==> src/rtl/instr_prefetch_queue.sv <==
// instr_prefetch_queue: sequential instruction prefetcher with a DEPTH-entry {instr, pc} queue and redirect flush
module instr_prefetch_queue #(
  parameter int          DEPTH    = 4,
  parameter logic [31:0] RESET_PC = 32'h0
) (
  input  logic                     clk,
  input  logic                     reset,
  input  logic                     start,
  output logic                     imem_req,
  output logic [31:0]              imem_addr,
  input  logic                     imem_ack,
  input  logic [31:0]              imem_rdata,
  input  logic                     redirect,
  input  logic [31:0]              redirect_pc,
  input  logic                     instr_ready,
  output logic                     instr_valid,
  output logic [31:0]              InstrF,
  output logic [31:0]              instr_pc,
  output logic [$clog2(DEPTH):0]   count
);
  localparam int PW = $clog2(DEPTH);
  localparam int CW = PW + 1;

  typedef enum logic [1:0] {IDLE, WAIT, SQUASH} state_t;

  state_t          state_q, state_d;
  logic            req_q, req_d;
  logic [31:0]     fetch_pc_q, fetch_pc_d;
  logic [31:0]     addr_q, addr_d;
  logic [PW-1:0]   rd_q, rd_d, wr_q, wr_d;
  logic [CW-1:0]   count_q, count_d;
  logic [31:0]     data_q [DEPTH];
  logic [31:0]     pc_q   [DEPTH];
  logic            push, pop, issue;

  // next-state logic; redirect outranks push and pop, and a stale ack in SQUASH is dropped
  always_comb begin
    push       = state_q == WAIT && imem_ack && !redirect;
    pop        = count_q != '0 && instr_ready && !redirect;
    count_d    = redirect ? '0 : count_q + CW'(push) - CW'(pop);
    issue      = start && count_d < CW'(DEPTH) && !redirect;
    fetch_pc_d = redirect ? {redirect_pc[31:2], 2'b00} : push ? fetch_pc_q + 32'd4 : fetch_pc_q;
    rd_d       = redirect ? '0 : rd_q + PW'(pop);
    wr_d       = redirect ? '0 : wr_q + PW'(push);
    state_d    = state_q == IDLE ? (issue ? WAIT : IDLE)
               : imem_ack        ? (issue ? WAIT : IDLE)
               : state_q == WAIT ? (redirect ? SQUASH : WAIT)
               :                   SQUASH;
    req_d      = state_d != IDLE;
    addr_d     = (req_q && !imem_ack) ? addr_q : fetch_pc_d;
  end

  // control state, pointers and the registered bus outputs
  always_ff @(posedge clk or posedge reset) begin
    if (reset) begin
      state_q    <= IDLE;
      req_q      <= 1'b0;
      fetch_pc_q <= RESET_PC;
      addr_q     <= RESET_PC;
      rd_q       <= '0;
      wr_q       <= '0;
      count_q    <= '0;
    end else begin
      state_q    <= state_d;
      req_q      <= req_d;
      fetch_pc_q <= fetch_pc_d;
      addr_q     <= addr_d;
      rd_q       <= rd_d;
      wr_q       <= wr_d;
      count_q    <= count_d;
    end
  end

  // queue storage; contents need no reset because count gates visibility
  always_ff @(posedge clk) begin
    if (push) begin
      data_q[wr_q] <= imem_rdata;
      pc_q[wr_q]   <= fetch_pc_q;
    end
  end

  assign imem_req    = req_q;
  assign imem_addr   = addr_q;
  assign count       = count_q;
  assign instr_valid = count_q != '0;
  assign InstrF      = instr_valid ? data_q[rd_q] : 32'h0;
  assign instr_pc    = instr_valid ? pc_q[rd_q] : 32'h0;
endmodule

==> config.mk <==
export PLATFORM = sky130hd
export DESIGN_NAME = instr_prefetch_queue
export DESIGN_NICKNAME = d
export VERILOG_FILES = /design/src/rtl/instr_prefetch_queue.sv
export SDC_FILE = /design/constraint.sdc
export NUM_CORES = 1
export LEC_CHECK = 0
export CORE_MARGIN = 2
export CORE_UTILIZATION = 59
export CTS_CLUSTER_DIAMETER = 100
export CTS_CLUSTER_SIZE = 40
export DETAILED_ROUTE_END_ITERATION = 10
export PLACE_DENSITY_LB_ADDON = 0.25
export SLEW_MARGIN = 0
export SYNTH_ARGS = -nofsm -noshare
export SYNTH_HDL_FRONTEND = slang
export SYNTH_SLANG_ARGS = --single-unit
==> constraint.sdc <==
create_clock -name clk -period 16.6 [get_ports clk]
set_input_delay 3.32 -clock clk [delete_from_list [all_inputs] [get_ports clk]]
set_output_delay 3.32 -clock clk [all_outputs]
set_load 0.03 [all_outputs]
**After elaboration in Yosys (flattened, before gate mapping)**

Memory sizes are Yosys's and may differ from the RTL's.
Cells that the tools add are included.

- Flip-flop bits (word level): 74
- Memory bits (writable): 256
- Memories: 2
- Output and inout port bits: 101

Memory list:

| memory | words | bits a word | read ports | clocked after Yosys merged registers in | wr ports | RTL line | RTL |
|---|---|---|---|---|---|---|---|
| data_q | 4 | 32 | 1 | 0 | 1 | 32 | `logic [31:0] data_q [DEPTH];` |
| pc_q | 4 | 32 | 1 | 0 | 1 | 33 | `logic [31:0] pc_q [DEPTH];` |

- Reduce and logical (&&, ||, !) cells: 12
- $add $sub $neg: 5
- Magnitude comparators: 1
- Muxes and demuxes: 14
- Equal/unequal tests: 1

Operators with widths:

| cell | number |
|---|---|
| $mux 32 | 4 |
| $add 32x3->32 const B | 1 |
| $mux 2 | 6 |
| $logic_and 1x1->1 | 7 |
| $add 2x1->2 | 2 |
| $add 3x1->3 | 1 |
| $lt 3x3->1 const B | 1 |
| $mux 1 | 3 |
| $mux 3 | 1 |
| $reduce_bool 3->1 | 1 |
| $sub 3x1->3 | 1 |
| $eq 2x1->1 const B | 1 |
| $logic_not 1->1 | 2 |
| $logic_not 2->1 | 1 |
| $reduce_bool 2->1 | 1 |

**Logic depth before layout (Yosys ltp)**

Gate-level depths: netlist of run 1.

- Depth in word-level cells: 13
- Mapped depth: 13

**Least setup slack after synthesis of run 1**

No wires, ideal clock.

- Kind: input-to-reg
- Start point: input redirect
- End point: memory data_q[0][0], enable pin
- Path buffers: 2
- Path slack: 7.938 ns
- Cell stages on the path: 4
- Arrival: 8.098 ns
- Setup time: 0.565 ns
- Path through: buf_6 > nand4bb_4 > buf_6 > nor3_1

- Cells in the longest elaborated chain, start to end: 4

RTL lines:

| item | RTL line | RTL |
|---|---|---|
| start, declared | 13 | `input logic redirect,` |
| $logic_not 1->1 | 38 | `push = state_q == WAIT && imem_ack && !redirect;` |
| $logic_and 1x1->1 | 38 |  |
| $mux 1 | 76 | `if (push) begin` |
| $mux 1 (implied by the code) | 77 | `data_q[wr_q] <= imem_rdata;` |
| end, declared | 32 |  |

No other way between the ends.

**Worst setup path in the final report of run 1**

- Start point: register rd_q[0]
- End point: output instr_pc[15]

- Cells in the longest elaborated chain, start to end: 2

RTL lines:

| item | RTL line | RTL |
|---|---|---|
| start, declared | 30 | `logic [PW-1:0] rd_q, rd_d, wr_q, wr_d;` |
| start signal, assigned | 68 | `rd_q <= rd_d;` |
| $mem_v2 4x32 | - |  |
| $mux 32 | 87 | `assign instr_pc = instr_valid ? pc_q[rd_q] : 32'h0;` |
| end, declared | 18 | `output logic [31:0] instr_pc,` |

No other way between the ends.

==> results of run 1 <==
## cell families after synthesis
| group | share of synthesized area |
|---|---|
| adders and majority gates | 0.00619 |
| xor gates and xnor gates | 0.0184 |
| AOI/OAI and AO/OA | 0.0253 |
| muxes | 0.125 |
| DFF | 0.716 |
| and+or+nand+nor | 0.0933 |
| buffers and inverters | 0.0165 |
## power groups by stage
stage | Sequential (uW) | Clock [uW] | Combinational, uW
after floorplan | 1040 | 0 | 410
after global placement | 1010 | 0 | 738
after detailed placement | 1020 | 0 | 748
after CTS | 999 | 398 | 750
after global routing | 1010 | 423 | 782
final | 999 | 389 | 740
## state kept, by name (all words and copies together) (netlist names)
name and count:
rd_q 2, wr_q 2, fetch_pc_q 32, imem_addr 32, pc_q 128, state_q 2
count 3, data_q 128, imem_req 1
## worst min-delay path by stage
stage / startpoint / end / cells past startpoint
final: imem_addr[0] / imem_addr[0] / 2
after global routing: imem_addr[23] / imem_addr[23] / 2
after CTS: imem_addr[0] / imem_addr[0] / 2
after detailed placement: imem_addr[23] / imem_addr[23] / 2
after global placement: imem_addr[1] / imem_addr[1] / 2
after floorplan: fetch_pc_q[0] / pc_q[0][0] / 0
## cells in the mapped netlist (3+ instances only)
master                     number
sky130_fd_sc_hd__clkbuf_1      23
sky130_fd_sc_hd__mux2i_1        4
sky130_fd_sc_hd__buf_6          3
sky130_fd_sc_hd__nor3_1         9
sky130_fd_sc_hd__nor2b_1        8
sky130_fd_sc_hd__buf_1         11
sky130_fd_sc_hd__and3_1        17
sky130_fd_sc_hd__nor2_1        26
sky130_fd_sc_hd__nor4_1         7
sky130_fd_sc_hd__inv_1          9
sky130_fd_sc_hd__nor3_2         4
sky130_fd_sc_hd__or3_1          6
sky130_fd_sc_hd__nand3_1       18
sky130_fd_sc_hd__a21oi_1       12
sky130_fd_sc_hd__mux2_2        16
sky130_fd_sc_hd__xnor2_1       10
sky130_fd_sc_hd__edfxtp_1     256
sky130_fd_sc_hd__o21ai_0       21
sky130_fd_sc_hd__buf_2          4
sky130_fd_sc_hd__dfrtp_1       74
sky130_fd_sc_hd__xor2_1        18
sky130_fd_sc_hd__nand4_1       11
sky130_fd_sc_hd__mux4_2        64
sky130_fd_sc_hd__a221o_1       11
sky130_fd_sc_hd__nand2_1       45
sky130_fd_sc_hd__ha_1           5
sky130_fd_sc_hd__and2_1        66
## metrics by stage
stage	instances	setup slack, ps	cell area (um2)	hold WS, ps
3_5_place_dp	1189	9830	15300	493
6_report	1209	9800	15700	519
5_1_grt	1209	9550	15700	555
2_1_floorplan	773	7940	13300	469
3_3_place_gp	1189	9960	15300	486
4_1_cts	1209	9680	15700	526
## per-layer routing
metal,GRT usage,up-vias,part of all wire
met4,0.0463,2,0.017
met1,0.315,3768,0.41
met2,0.388,314,0.50
li1,-,3262,-
met5,0,-,0.00046
met3,0.0294,36,0.070
## worst max-delay path: cells and delay by family, from the launching register on
kind | cells | cell delay, ps
simple gates | 1 | 180
buf+inv | 2 | 1380
mux | 1 | 610
flops | 1 | 790
## final cells by class
cell class | count | area, um2 | share of cell area
clock buffers | 19 | 369 | 0.0235
clock inverters | 1 | 30.0 | 0.00192
inverters | 9 | 33.8 | 0.00216
multi-input cells | 392 | 3600 | 0.229
flip-flops and latches | 330 | 9540 | 0.609
well taps | 280 | 350 | 0.0223
repair buffers | 178 | 1750 | 0.112
==> PnR_summary.wiki, run 1 <==
{| class="wikitable"
! Metric !! Value
|-
| Post-synthesis instance total || 773
|-
| Number of antenna violations at the first check in global routing || 1
|-
| Internal power of the cells || 1420 uW
|-
| Final Hold Vio Count || 0
|-
| H-tree depth || 1
|-
| Vias per inst || 6.11
|-
| Insertion delay to the later sink of the worst-skew pair || 510 ps
|-
| Async SR Flop Fraction || 0.224
|-
| Worst setup path endpoint || instr_pc[15]
|-
| Minimum period implied by the final worst setup slack || 6800 ps
|-
| Total overflow reported by the global router || 0
|-
| Main flop type after synthesis || sky130_fd_sc_hd__edfxtp_1
|-
| Crit path cell chain || buf_4, mux4_2, and2_1, clkdlybuf4s50_1
|-
| Data arrival time of the critical path || 3480 ps
|-
| Drt first-iter violations || 668
|-
| Cell type contributing the most total cell area after synthesis || sky130_fd_sc_hd__edfxtp_1
|-
| Delay of the slowest critical-path stage || 790 ps
|-
| Placeable core region || 22000 um2
|-
| Length of the first detailed-routing pass in iterations || 5
|-
| Number of placement rows || 54
|-
| Final HPWL from detailed placement || 16300 um
|-
| Buffer depth of the longest clock path || 3
|-
| Clock Sinks || 330
|-
| Distinct cell type count after synthesis || 42
|-
| Kind of launch point of the worst setup path || register
|-
| Switching share of total power || 0.331
|-
| Startpoint of the worst-slack reg-to-reg timing path || count[1]
|-
| Achievable frequency || 0.147 GHz
|-
| Kind of end point of the critical path || output pin
|-
| Total CTS buffers || 12
|-
| Status || finished clean
|-
| Setup slack, reg-to-reg || 12800 ps
|-
| Total Nets Final || 999
|-
| Cells resized by post-CTS repair || 0
|-
| Number of max-cap violations || 0
|-
| Post-detailed-route count of antenna-violating nets || 0
|-
| Worst Setup Path Type || register to output pin
|-
| Global-route wire length before repair || 41800 um
|-
| Worst Clk Skew || 33.8 ps
|-
| Power share of the clock group || 0.183
|-
| Routed WL || 26300 um
|-
| Area overhead of the layout relative to synthesis || 17.6%
|-
| Slew of the pin with the lowest slew margin || 1280 ps
|-
| Post-CTS setup-driven buffer insertion count || 0
|-
| Classification of the worst-slack hold path || register to register
|-
| Post-Synthesis Net Count || 849
|-
| Final-report max-slew violation count || 0
|-
| Number of inserted diodes || 0
|-
| Worst-path maximum fanout || 41
|-
| Final standard cell utilization of the core || 0.712
|-
| Summed instance area of the synthesized netlist || 13300 um2
|-
| Number of cell instances on the worst register-to-register path || 11
|-
| Fill cell instance count of the final layout || 1392
|-
| Buffer type at the clock tree root || sky130_fd_sc_hd__clkbuf_16
|-
| Sequential share of power || 0.469
|-
| Total power after layout || 2130 uW
|-
| Cell with the biggest individual delay on the critical path || sky130_fd_sc_hd__dfrtp_4
|-
| GRT Overall Usage || 0.225
|-
| Tcrit/Tclk final || 0.410
|-
| Most common cell after layout, fill and taps aside || sky130_fd_sc_hd__edfxtp_1
|-
| Part of the power in combinational logic || 0.348
|-
| Leakage power figure || 0.00528 uW
|-
| Commonest cells after routing, fill and taps aside || sky130_fd_sc_hd__edfxtp_1 (256), sky130_fd_sc_hd__clkdlybuf4s50_1 (167), sky130_fd_sc_hd__dfrtp_1 (72), sky130_fd_sc_hd__and2_1 (66), sky130_fd_sc_hd__mux4_2 (64)
|-
| Reported net switching power || 705 uW
|-
| Post-Synthesis Mean Instance Area || 17.2 um2
|-
| Buffers added on ports || 168
|-
| Per-cell routed wire length || 21.8 um
|-
| Sequential area share after synthesis || 0.716
|-
| GP Congestion || 0.824
|-
| Count of hold buffers inserted by post-cts repair || 0
|-
| Setup repair after global routing missed its margin || no
|-
| Post-synth EDFFs || 256
|-
| Relative max-transition margin || 0.145
|-
| Floorplan die area || 23800 um2
|-
| Yosys synthesis warning count || 0
|-
| Residual DRC || 0
|-
| Floorplan die height || 154 um
|-
| Clock slew seen by the registers of the worst setup and hold paths || 140 ps
|-
| Die boundary width || 154 um
|-
| Vias in the first global route || 7713
|-
| Maximum resistive drop on vdd || 88.9 uV
|-
| I/O Pins || 171
|-
| Synth top area cells || sky130_fd_sc_hd__edfxtp_1 (58%), sky130_fd_sc_hd__dfrtp_1 (14%), sky130_fd_sc_hd__mux4_2 (11%)
|-
| Via total after detailed routing || 7382
|-
| Final number of setup-violating endpoints || 0
|-
| Final-layout setup total negative slack || 0 ps
|-
| Flip-flop and latch count after synthesis || 330
|-
| Power density over the cells || 136 nW/um2
|-
| Starting density of the core || 0.605
|-
| Maximum number of pins on one net before global-route repair || 75
|-
| CP Data Required Time || 13280 ps
|-
| Reg-to-reg critical path endpoint || state_q[0]
|-
| Share of the synthesized area in the top cell type || 0.577
|-
| Worst setup path startpoint || rd_q[0]
|-
| Ratio of cells with drive above 1 in the final layout || 0.131
|-
| TritonCTS clock tree || yes
|}
Note: power is estimated with default switching activity, not from simulation.
==> inputs of run 2 (changes only) <==
--- a/config.mk
+++ b/config.mk
@@ -6,7 +6,7 @@
 export NUM_CORES = 1
 export LEC_CHECK = 0
 export CORE_MARGIN = 2
-export CORE_UTILIZATION = 59
+export CORE_UTILIZATION = 55
 export CTS_CLUSTER_DIAMETER = 100
 export CTS_CLUSTER_SIZE = 40
 export DETAILED_ROUTE_END_ITERATION = 10
==> constraint.sdc (replaced) <==
create_clock -name clk -period 6.73 [get_ports clk]
set_input_delay 1.346 -clock clk [delete_from_list [all_inputs] [get_ports clk]]
set_output_delay 1.346 -clock clk [all_outputs]
set_load 0.03 [all_outputs]
==> run 2 against run 1 <==
Net effect: sequential share of layout area fell by 0.25 points; sequential power rose by 150%; worst setup slack worse by 7700 ps; cell count is 3.6% higher; largest cell class unchanged.
==> PnR_summary.wiki, run 2 (synthesized netlist as in run 1, its figures left out) <==
{| class="wikitable"
! Metric !! Value
|-
| Status || finished clean
|-
| Hold Startpoint || imem_addr[2]
|-
| Post-detailed-route count of antenna-violating nets || 0 (unchanged)
|-
| Classification of the worst-slack hold path || register to register
|-
| Total overflow reported by the global router || 0 (unchanged)
|-
| M1 GR Usage || 0.321 (+0.00587)
|-
| Reg-to-reg critical path endpoint || state_q[0]
|-
| Achievable frequency || 0.215 GHz
|-
| Power density over the cells || 334 nW/um2 (+150%)
|-
| Residual DRC || 0 (unchanged)
|-
| Die boundary width || 160 um (+3.5%)
|-
| Placed Instances || 1232 (+3.6%)
|-
| Vias per inst || 5.79 (-5.1%)
|-
| Total CTS buffers || 12 (unchanged)
|-
| Length of the first detailed-routing pass in iterations || 5 (unchanged)
|-
| Worst Clk Skew || 46.4 ps (+12.7 ps)
|-
| Final HPWL from detailed placement || 16500 um (+1.6%)
|-
| Layer carrying the most global-route usage || met2
|-
| Data arrival time of the critical path || 3300 ps (-180 ps)
|-
| Starting density of the core || 0.565 (-0.0407)
|-
| Buffers added on ports || 168 (unchanged)
|-
| Per-cell routed wire length || 21.2 um (-2.4%)
|-
| Buffer depth of the longest clock path || 3 (unchanged)
|-
| Final-layout worst hold slack || 513 ps (-6.06 ps)
|-
| Number of placement rows || 56 (+3.7%)
|-
| Floorplan die height || 160 um (+3.5%)
|-
| Area overhead of the layout relative to synthesis || 18.1%
|-
| Commonest cells after routing, fill and taps aside || sky130_fd_sc_hd__edfxtp_1 (256), sky130_fd_sc_hd__clkdlybuf4s50_1 (167), sky130_fd_sc_hd__dfrtp_1 (72), sky130_fd_sc_hd__and2_1 (66), sky130_fd_sc_hd__mux4_2 (64)
|-
| Clock Sinks || 330 (unchanged)
|-
| Total Nets Final || 1003 (+0.40%)
|-
| Setup slack, reg-to-reg || 3060 ps (-9740 ps)
|-
| Total power after layout || 5260 uW (+150%)
|-
| Slew of the pin with the lowest slew margin || 1130 ps (-149 ps)
|-
| Worst setup path endpoint || instr_pc[1]
|-
| Startpoint of the worst-slack reg-to-reg timing path || count[1]
|-
| Post-CTS setup-driven buffer insertion count || 0 (unchanged)
|-
| Count of hold buffers inserted by post-cts repair || 0 (unchanged)
|-
| CP Data Required Time || 5380 ps (-7900 ps)
|-
| I/O Pins || 171 (unchanged)
|-
| Minimum period implied by the final worst setup slack || 4640 ps
|-
| Kind of end point of the critical path || output pin
|-
| GP Congestion || 0.807 (-2.1%)
|-
| Number of stages on the worst hold path || 2 (unchanged)
|-
| Final-report max-slew violation count || 0 (unchanged)
|-
| Number of max-cap violations || 0 (unchanged)
|-
| GRT Overall Usage || 0.212 (-0.0123)
|-
| Final Hold Vio Count || 0 (unchanged)
|-
| Placeable core region || 23600 um2 (+7.2%)
|-
| Buffer type at the clock tree root || sky130_fd_sc_hd__clkbuf_16
|-
| Vias in the first global route || 7448 (-3.4%)
|-
| Relative max-transition margin || 0.242 (+0.0977)
|-
| Via total after detailed routing || 7260 (-1.7%)
|-
| Worst Setup Path Type || register to output pin
|-
| Number of cell instances on the worst register-to-register path || 12 (+1)
|-
| Cell with the biggest individual delay on the critical path || sky130_fd_sc_hd__dfrtp_2
|-
| Ratio of cells with drive above 1 in the final layout || 0.134 (+0.00265)
|-
| Final number of setup-violating endpoints || 0 (unchanged)
|-
| Maximum number of pins on one net before global-route repair || 75 (unchanged)
|-
| Number of antenna violations at the first check in global routing || 0 (-1)
|-
| Tcrit/Tclk final || 0.690
|-
| Largest registers ranked by flip-flop count || data_q: 128 flops, pc_q: 128 flops
|-
| Kind of launch point of the worst setup path || register
|-
| Met2 GRT Util || 0.337 (-0.0505)
|-
| Insertion delay to the later sink of the worst-skew pair || 510 ps (about the same)
|-
| Crit path cell chain || buf_4, mux4_2, and2_1, clkdlybuf4s50_1
|-
| Layout Cells excl Fill || 1253 (+3.6%)
|-
| Global-route track usage on met3 || 0.0294 (-0.0000694)
|-
| Final-layout setup total negative slack || 0 ps (unchanged)
|-
| Leakage power figure || 0.00529 uW (+0.14%)
|-
| Routed WL || 26600 um (+1.2%)
|-
| Worst-path maximum fanout || 41 (unchanged)
|-
| Setup repair after global routing missed its margin || no
|-
| Maximum resistive drop on vdd || 219 uV (+150%)
|-
| H-tree depth || 1 (unchanged)
|-
| Most common cell after layout, fill and taps aside || sky130_fd_sc_hd__edfxtp_1
|-
| TritonCTS clock tree || yes
|-
| Global-route wire length before repair || 42400 um (+1.5%)
|-
| Drt first-iter violations || 690 (+3.3%)
|-
| Cells resized by post-CTS repair || 0 (unchanged)
|-
| Delay of the slowest critical-path stage || 1130 ps (+340 ps)
|-
| Floorplan die area || 25500 um2 (+7.1%)
|-
| Worst setup path startpoint || rd_q[1]
|-
| Clock slew seen by the registers of the worst setup and hold paths || 140 ps (about the same)
|}
[run 2: critical path, delay by kind of cell (launching register included)]
family,cells,cell delay [ps]
flops,1,1130
buf+inv,2,1100
mux,1,350
simple gates,1,170
[run 2: cell type report]
class,instances,area (um2)
inverters,9,33.8
fillers,1636,7870
well taps,319,399
multi-input cells,392,3600
clock inverters,1,30.0
flip-flops and latches,330,9540
diodes,1,2.50
clock buffers,19,348
repair buffers,182,1780
[run 2: worst min-delay path by stage]
stage                        end  slack, ps
CTS                 imem_addr[2]        510
floorplan             pc_q[0][0]        470
global placement    imem_addr[2]        450
global route        imem_addr[2]        530
detailed placement  imem_addr[2]        460
finish              imem_addr[2]        510
[run 2: power breakdown]
part | leakage (uW) | internal (uW) | switching, uW | total (uW)
combinational | 0.00191 | 787 | 1060 | 1840
sequential | 0.00320 | 2330 | 127 | 2460
clock | 0.000179 | 374 | 578 | 952
[run 2: metrics by stage]
stage               setup WS (ps)   util  cell area, um2
floorplan                    41.6      -           13300
global placement             2320  0.650           15400
detailed placement           2250  0.650           15400
CTS                          2040  0.666           15700
global route                 1930  0.666           15700
finish                       2090  0.667           15700
[run 2: metal layers]
layer | wire, um | share of wire
met3 | 1640 | 0.062
met2 | 12600 | 0.47
met1 | 11900 | 0.45
met4 | 472 | 0.018
met5 | 0 | 0
